<file path="src/rtl/icache_pkg.sv">
// Shared constants and types for the direct-mapped instruction cache.
// Holds line geometry, the NOP returned when no instruction is delivered, and FSM states.
package icache_pkg;

    localparam int LINE_BYTES = 16;
    localparam int OFFSET_W   = 2;

    localparam logic [31:0] NOP = 32'h0000_0013;

    typedef enum logic [1:0] {
        IDLE,
        MISS,
        REFILL
    } state_t;

endpackage

</file>
<file path="src/rtl/icache_line_array.sv">
// Data + tag storage for the cache: one asynchronous read port, one synchronous write port.
// Ports: clk; we/widx/wtag/wdata write a whole line; ridx selects rtag/rdata combinationally.
module icache_line_array #(
    parameter int LINES  = 8,
    parameter int IDX_W  = $clog2(LINES),
    parameter int TAG_W  = 25,
    parameter int DATA_W = 128
) (
    input  logic              clk,
    input  logic              we,
    input  logic [IDX_W-1:0]  widx,
    input  logic [TAG_W-1:0]  wtag,
    input  logic [DATA_W-1:0] wdata,
    input  logic [IDX_W-1:0]  ridx,
    output logic [TAG_W-1:0]  rtag,
    output logic [DATA_W-1:0] rdata
);

    logic [DATA_W-1:0] data_q [LINES];
    logic [TAG_W-1:0]  tag_q  [LINES];

    always_ff @(posedge clk) begin
        if (we) begin
            data_q[widx] <= wdata;
            tag_q[widx]  <= wtag;
        end
    end

    assign rtag  = tag_q[ridx];
    assign rdata = data_q[ridx];

endmodule

</file>
<file path="src/rtl/icache.sv">
// Direct-mapped instruction cache with zero-latency hits and single-beat ROM refill.
// Ports: IF request/address/jump in, hit/ready/inst out; ROM req/addr out, ready/data in.
module icache
    import icache_pkg::*;
#(
    parameter int LINES = 8,
    parameter int WORDS = 4
) (
    input  logic                  clk,
    input  logic                  rst,
    input  logic                  if_req_Icache_i,
    input  logic [31:0]           if_addr_i,
    input  logic                  if_jump_Icache_i,
    output logic                  Icache_hit_o,
    output logic                  Icache_ready_o,
    output logic [31:0]           Icache_inst_o,
    output logic                  rom_req_o,
    output logic [31:0]           rom_addr_o,
    input  logic                  rom_ready_i,
    input  logic [32*WORDS-1:0]   rom_data_i
);

    localparam int IDX_W  = $clog2(LINES);
    localparam int IDX_LO = 2 + OFFSET_W;
    localparam int TAG_LO = IDX_LO + IDX_W;
    localparam int TAG_W  = 32 - TAG_LO;

    state_t               state_q;
    state_t               state_d;
    logic [LINES-1:0]     valid_q;
    logic                 drop_q;
    logic                 rdy_prev_q;
    logic [31:2]          addr_q;

    logic [IDX_W-1:0]     req_idx;
    logic [TAG_W-1:0]     req_tag;
    logic [IDX_W-1:0]     miss_idx;
    logic [IDX_W-1:0]     ridx;
    logic [OFFSET_W-1:0]  roff;
    logic [TAG_W-1:0]     rtag;
    logic [32*WORDS-1:0]  rdata;
    logic [31:0]          word;
    logic                 rom_edge;
    logic                 fill;
    logic                 unused_addr_bits;

    assign unused_addr_bits = ^if_addr_i[1:0];

    assign req_idx  = if_addr_i[TAG_LO-1:IDX_LO];
    assign req_tag  = if_addr_i[31:TAG_LO];
    assign miss_idx = addr_q[TAG_LO-1:IDX_LO];

    // Lookups use the live address while idle; the refill cycle reads back the
    // line just written, at the latched miss address.
    assign ridx = (state_q == IDLE) ? req_idx : miss_idx;
    assign roff = (state_q == IDLE) ? if_addr_i[3:2] : addr_q[3:2];
    assign word = rdata[32*roff +: 32];

    // Only a rising edge of ROM ready completes a refill, so a held-high
    // ready cannot write the line twice.
    assign rom_edge = rom_ready_i & ~rdy_prev_q;
    assign fill     = (state_q == MISS) & rom_edge;

    icache_line_array #(
        .LINES  (LINES),
        .IDX_W  (IDX_W),
        .TAG_W  (TAG_W),
        .DATA_W (32*WORDS)
    ) u_array (
        .clk   (clk),
        .we    (fill),
        .widx  (miss_idx),
        .wtag  (addr_q[31:TAG_LO]),
        .wdata (rom_data_i),
        .ridx  (ridx),
        .rtag  (rtag),
        .rdata (rdata)
    );

    always_comb begin
        state_d        = state_q;
        Icache_hit_o   = 1'b0;
        Icache_ready_o = 1'b0;
        rom_req_o      = 1'b0;
        rom_addr_o     = 32'h0;
        unique case (state_q)
            IDLE: begin
                Icache_hit_o   = if_req_Icache_i & valid_q[ridx] &
                                 (rtag == req_tag);
                Icache_ready_o = Icache_hit_o;
                if (if_req_Icache_i && !Icache_hit_o) begin
                    state_d = MISS;
                end
            end
            MISS: begin
                rom_req_o  = 1'b1;
                rom_addr_o = {addr_q[31:4], 4'b0};
                if (rom_edge) begin
                    state_d = REFILL;
                end
            end
            REFILL: begin
                Icache_ready_o = ~drop_q & ~if_jump_Icache_i;
                state_d        = IDLE;
            end
            default: begin
                state_d = IDLE;
            end
        endcase
        Icache_inst_o = Icache_ready_o ? word : NOP;
    end

    always_ff @(posedge clk or posedge rst) begin
        if (rst) begin
            state_q    <= IDLE;
            valid_q    <= '0;
            drop_q     <= 1'b0;
            rdy_prev_q <= 1'b0;
            addr_q     <= '0;
        end else begin
            state_q    <= state_d;
            rdy_prev_q <= rom_ready_i;
            if (state_q == IDLE && state_d == MISS) begin
                addr_q <= if_addr_i[31:2];
            end
            if (fill) begin
                valid_q[miss_idx] <= 1'b1;
            end
            if (state_d == IDLE) begin
                drop_q <= 1'b0;
            end else if (state_q == MISS && if_jump_Icache_i) begin
                drop_q <= 1'b1;
            end
        end
    end

endmodule

</file>
<file path="config.mk">
export PLATFORM = sky130hd
export DESIGN_NAME = icache
export DESIGN_NICKNAME = d
export VERILOG_FILES = /design/src/rtl/icache_pkg.sv /design/src/rtl/icache_line_array.sv /design/src/rtl/icache.sv
export SDC_FILE = /design/constraint.sdc
export NUM_CORES = 2
export LEC_CHECK = 0
export CAP_MARGIN = 15
export CORE_UTILIZATION = 40
export CTS_BUF_LIST = sky130_fd_sc_hd__clkbuf_8
export DETAILED_ROUTE_END_ITERATION = 12
export DONT_BUFFER_PORTS = 1
export PLACE_DENSITY = 0.61
export SLEW_MARGIN = 20
export SYNTH_ARGS = -nofsm -noshare
export SYNTH_HDL_FRONTEND = slang
export SYNTH_SLANG_ARGS = --single-unit
</file>
<file path="constraint.sdc">
create_clock -name clk -period 17 [get_ports clk]
set_input_delay 3.4 -clock clk [delete_from_list [all_inputs] [get_ports clk]]
set_output_delay 3.4 -clock clk [all_outputs]
set_load 0.02 [all_outputs]
</file>
# After elaboration in Yosys (flattened, before gate mapping)
# Memories as Yosys holds them, arrays and structs flattened.
# Cells that the tools add are included.
# totals
out_inout_bits	67
in_bits	165
mem_bits_rw	1224
reg_bits	42
memories	2
# classes
muxes	18
n_eq_ne	4
bitwise	9
shifts	1
n_reduce_logical	8
order_cmp	3
# memory_table
memory	words	width	rd	rd_clocked_by_memory_dff	wr	line	rtl
u_array.data_q	8	128	1	0	1	icache_line_array.sv:19	logic [DATA_W-1:0] data_q [LINES];
u_array.tag_q	8	25	1	0	1	icache_line_array.sv:20	logic [TAG_W-1:0] tag_q [LINES];
# ops
op	count
indexed part select 128 x 8 -> 32 bit	1
2-to-1 mux 32 bit	2
equality test 25 bit	1
< comparator 3 x 4 -> 1 bit (second input constant)	2
2-to-1 mux 1 bit	8
bitwise OR 8 bit	1
2-to-1 mux 2 bit	3
AND 1 bit	5
equality test 2 x 1 -> 1 bit (second input constant)	2
logical AND 1 bit	4
zero test 2 bit	2
one-hot mux 2 bit (2 select lines)	1
binary-select mux 1 bit (select 3 bit)	1
demux 1 bit (select 3 bit)	1
>= comparator 3 x 1 -> 1 bit (second input constant)	1
2-to-1 mux 3 bit	1
NOT 1 bit	3
equality test 2 bit (second input constant)	1
one-hot mux 1 bit (2 select lines)	1
nonzero test 2 bit	1
zero test 1 bit	1

# Depth between registers and ports, before layout
# logic_depth
word_depth	12
mapped_depth	15

# By module
# From an unflattened synthesis, not the netlist that was laid out.
# unflattened
cells_unflattened	2076
area_unflattened_um2	49511.2
# modules_own_cells
module	n_inst	area_each_um2	cells_per_inst
icache_line_array	1	45981.6	1781
icache	1	3529.6	295

# Worst setup path before layout
# No wires, ideal clock.
# synth_timing
path_kind	in2reg
start	input port rom_ready_i
end	register valid_q[1]
arrival_ns	15.111
slack_ns	1.757
setup_ns	0.131
cell_stages	5
path_cell_list	nor2b_1 and2_1 nand2_1 nor3_1 or2_2
# synth_between
elab_chain_len	2
# synth_lines
item	line	rtl
start: declaration	icache.sv:19	input logic rom_ready_i,
AND 1 bit	icache.sv:61	assign rom_edge = rom_ready_i & ~rdy_prev_q;
AND 1 bit	icache.sv:62	assign fill = (state_q == MISS) & rom_edge;
end signal: assignment	icache.sv:116	valid_q <= '0;
end signal: indexed assignment	icache.sv:127	valid_q[miss_idx] <= 1'b1;
end: declaration	icache.sv:30	logic [LINES-1:0] valid_q;
# No other way between the ends.
# A chain may end at the register's enable or synchronous reset.

# Worst setup path after layout
# layout_timing
start	input port if_addr_i[5]
end	output port Icache_inst_o[1]
# layout_between
elab_chain_len	7
# layout_lines
item	line	rtl
start: declaration	icache.sv:12	input logic [31:0] if_addr_i,
2-to-1 mux 3 bit *	icache.sv:55	assign ridx = (state_q == IDLE) ? req_idx : miss_idx;
parallel branches: the longest is 5 deep, another holds memory read (8 x 128 bit)	--	
2-to-1 mux 32 bit *	icache.sv:110	Icache_inst_o = Icache_ready_o ? word : NOP;
end: declaration	icache.sv:16	output logic [31:0] Icache_inst_o,
# Mark *: on every way between the ends. The select of a mux whose other input is x is not followed.

==> metrics.txt <==
asr flop ratio synth=0.0332; crit path time final=approximately 12 ns; GRT met2 Usage=0.318; vias in the first global route=30700; Worst slew margin=0.256; Final Max Tran Viols=0; core box area=126000 µm²; Post-CTS Resized=0; Max Cap Violations=0; multi-input logic area=roughly 12000 µm²; Crit path largest cell delay=roughly 0.76 ns; Yosys Warn Count=0; initial antenna violation count=7; drt pass-1 iters=5; post-CTS setup buffer count=0; initial DRC count=between 2000 and 3000; Syn-to-layout area delta=10.4%; Max Clk Rate=around 0.083 GHz; wire per inst=23.7 µm; number of synthesized register bits=around 1300; Fin Setup TNS=0 ns; area leader, netlist=edfxtp_1; Synth Flop Type=edfxtp_1; GRT busiest layer=met2; HPWL after DPL=roughly 70000 µm; final instance area=between 50000 and 60000 µm²; Final nets=about 4000; Die W=360 µm; Non-Filler Instances=around 5600; final worst-path cycle share=0.708; via/cell ratio=5.56; Cell Area, Synth=about 50000 µm²; DR DRC count=0; FF-to-FF setup slack=between 10 and 15 ns; Die ar.=130000 µm²; GRT Total Usage=0.203; CP Class=in -> out; routability congestion estimate=0.785; EDFF count, synth=approximately 1200; Reg clk slew, reported paths=about 0.06 ns; RR Endpoint=u_array.data_q[0][52]; Sw Pwr=about 3.8 mW; port bufs=0; hold path startpoint=valid_q[0]; Startpoint Class=primary input; placed instance count=roughly 5300; fraction of layout cells with a size suffix above 1=0.103; num ports=roughly 230; Die Y=360 µm; sequential power share=0.393; first-pass GRT wire length=a little under 200000 µm; proportion of power drawn by combinational gates=0.355; Crit path required time=13.60 ns; slew of the pin with the lowest slew margin=1.12 ns; outcome=finished clean; Std-Cell Rows=130; Avg Inst Size Synth=about 13 µm²; Synth top area share=0.717; slowest CP cell=buf_4; Pint=between 5 and 6 mW; Hold Slack=about 0.46 ns; P_leak=between 15 and 20 nW; unrepaired setup endpoints after global routing=no; Gate Count Post-Synth=between 3000 and 4000; Peak VDD IR=roughly 0.14 mV; CP arrival=8.63 ns; grt ovf=0; via total after detailed routing=approximately 31000; CTS H-Tree Depth=4; M3 GR Usage=0.0610; Netlist cell types=72; clock network fraction of total power=0.251; worst r2r path cells=9; final setup fails=0; final hold violation count=0; synth top area cells=edfxtp_1, nand2_1, nand3_1; Fill cells=about 11000; sequential area share after synthesis=0.738; Tot Pwr=between 9 and 10 mW; Clock Skew=0.0621 ns; clock latency on the worst-skew pair=around 0.95 ns; Final ANT Viol Nets=0; M1 GR Usage=0.276; clock sinks=between 1000 and 1500; FF/Latch Area=37800 µm²; type of the worst min-delay path=reg -> reg; Pwr Density=~170 nW/µm²; dpl cell area=52800 µm²; TritonCTS clock tree=yes; CP endpoint kind=output pin; CTS buffer count=~210; Sw Ratio=0.392; most common library cell in the layout ignoring fill and taps=edfxtp_1; RR Startpoint=state_q[0]; routed wire length=about 130000 µm; Root Buffer=clkbuf_8; crit-path max FO=slightly above 100; Hold Path End=valid_q[0]; Initial Utilization=0.406; largest net degree at the start of global routing=around 170; commonest non-fill, non-tap cells in the layout=edfxtp_1, nand2_1, nand3_1; cell mode on critical path=buf_4; hold buffers post-CTS=0; CP Cell Sequence=or3b_1 -> nand2_8 -> buf_4 -> buf_4 -> buf_4 -> nand2_1 -> and3_1 -> a311oi_1 -> a311oi_1 -> a211oi_1 -> a211oi_1 -> nand2_1; worst hold path cell count=1; Bufs on Longest Clock Path=3
registers in the layout, summed over array words and instances (netlist names):
| signal | cells |
|---|---|
| u_array.tag_q | 200 |
| rdy_prev_q | 1 |
| valid_q | 8 |
| state_q | 2 |
| u_array.data_q | 1024 |
| drop_q | 1 |
| addr_q | 30 |
synth_stat cells, drive strengths merged (6+ instances only):
library cell     n
a32oi            7
xor2            10
a311oi         193
or2              9
and2            30
o211ai          25
nand4            6
a211oi          22
edfxtp        1224
clkbuf         204
nand2         1085
o21a             6
nor3            50
mux2i           34
a31oi           39
dfrtp           42
xnor2           10
and3           121
mux2            36
nor4             6
nor2            27
a21oi           84
buf             69
nand3          389
nand2b          18
a2111oi         12
o21ai           21
power groups by stage:
stage          logic (mW)  clock network (mW)  registers [mW]
4_1_cts              3.49                2.50            3.82
3_5_place_dp         3.48                   0            3.88
5_1_grt              3.77                2.64            3.84
3_3_place_gp         3.46                   0            3.87
6_report             3.45                2.44            3.82
2_1_floorplan        2.39                   0            3.85
layer usage:
| metal | up-vias | part of all wire | routed length (µm) |
|---|---|---|---|
| met5 | - | 0 | 0 |
| met4 | 0 | 0.014 | 1920 |
| met3 | 167 | 0.089 | 11900 |
| met2 | 1143 | 0.46 | 61900 |
| met1 | 15700 | 0.43 | 57800 |
| li1 | 14300 | - | - |
logic make-up (layout without fill, tap and decap cells):
family	after synthesis	count (layout)	share of synthesized area
buffers and inverters	276	427	0.0233
multiplexers	70	70	0.0166
flip-flops	1266	1266	0.738
AND/OR/NAND/NOR	1766	1766	0.155
AO/OA/AOI/OAI	437	437	0.0636
other	1	5	0.0000732
XOR/XNOR	20	20	0.00342
cell type report:
type	count	area share
clock inverter	150	0.0155
multi-input combinational	2297	0.219
tap	1650	0.0365
clock buffer	211	0.0513
timing repair buffer	63	0.00924
antenna	1	0.0000442
sequential	1266	0.668
inverter	3	0.000199
worst max-delay path: cells and delay by family:
kind                   cells  cell delay [ns]
AO/OA/AOI/OAI              4             1.03
buffers and inverters      3             2.14
AND/OR/NAND/NOR            5             1.82
how the worst max path moves through the flow:
stage	start	end	slack, ns	depth (start not counted)
global placement	if_addr_i[5]	Icache_inst_o[1]	5.05	12
global route	if_addr_i[5]	Icache_inst_o[2]	4.59	12
CTS	if_addr_i[5]	Icache_inst_o[1]	5.01	12
floorplan	rom_ready_i	valid_q[1]	1.76	5
finish	if_addr_i[5]	Icache_inst_o[1]	4.97	12
detailed placement	if_addr_i[5]	Icache_inst_o[1]	5.02	12
through the flow:
stage | util | setup slack [ns]
4_1_cts | 0.448 | 5.01
3_5_place_dp | 0.418 | 5.02
2_1_floorplan | - | 1.76
3_3_place_gp | 0.418 | 5.05
6_report | 0.448 | 4.97
5_1_grt | 0.448 | 4.59
(Power assumes the default switching activity.)
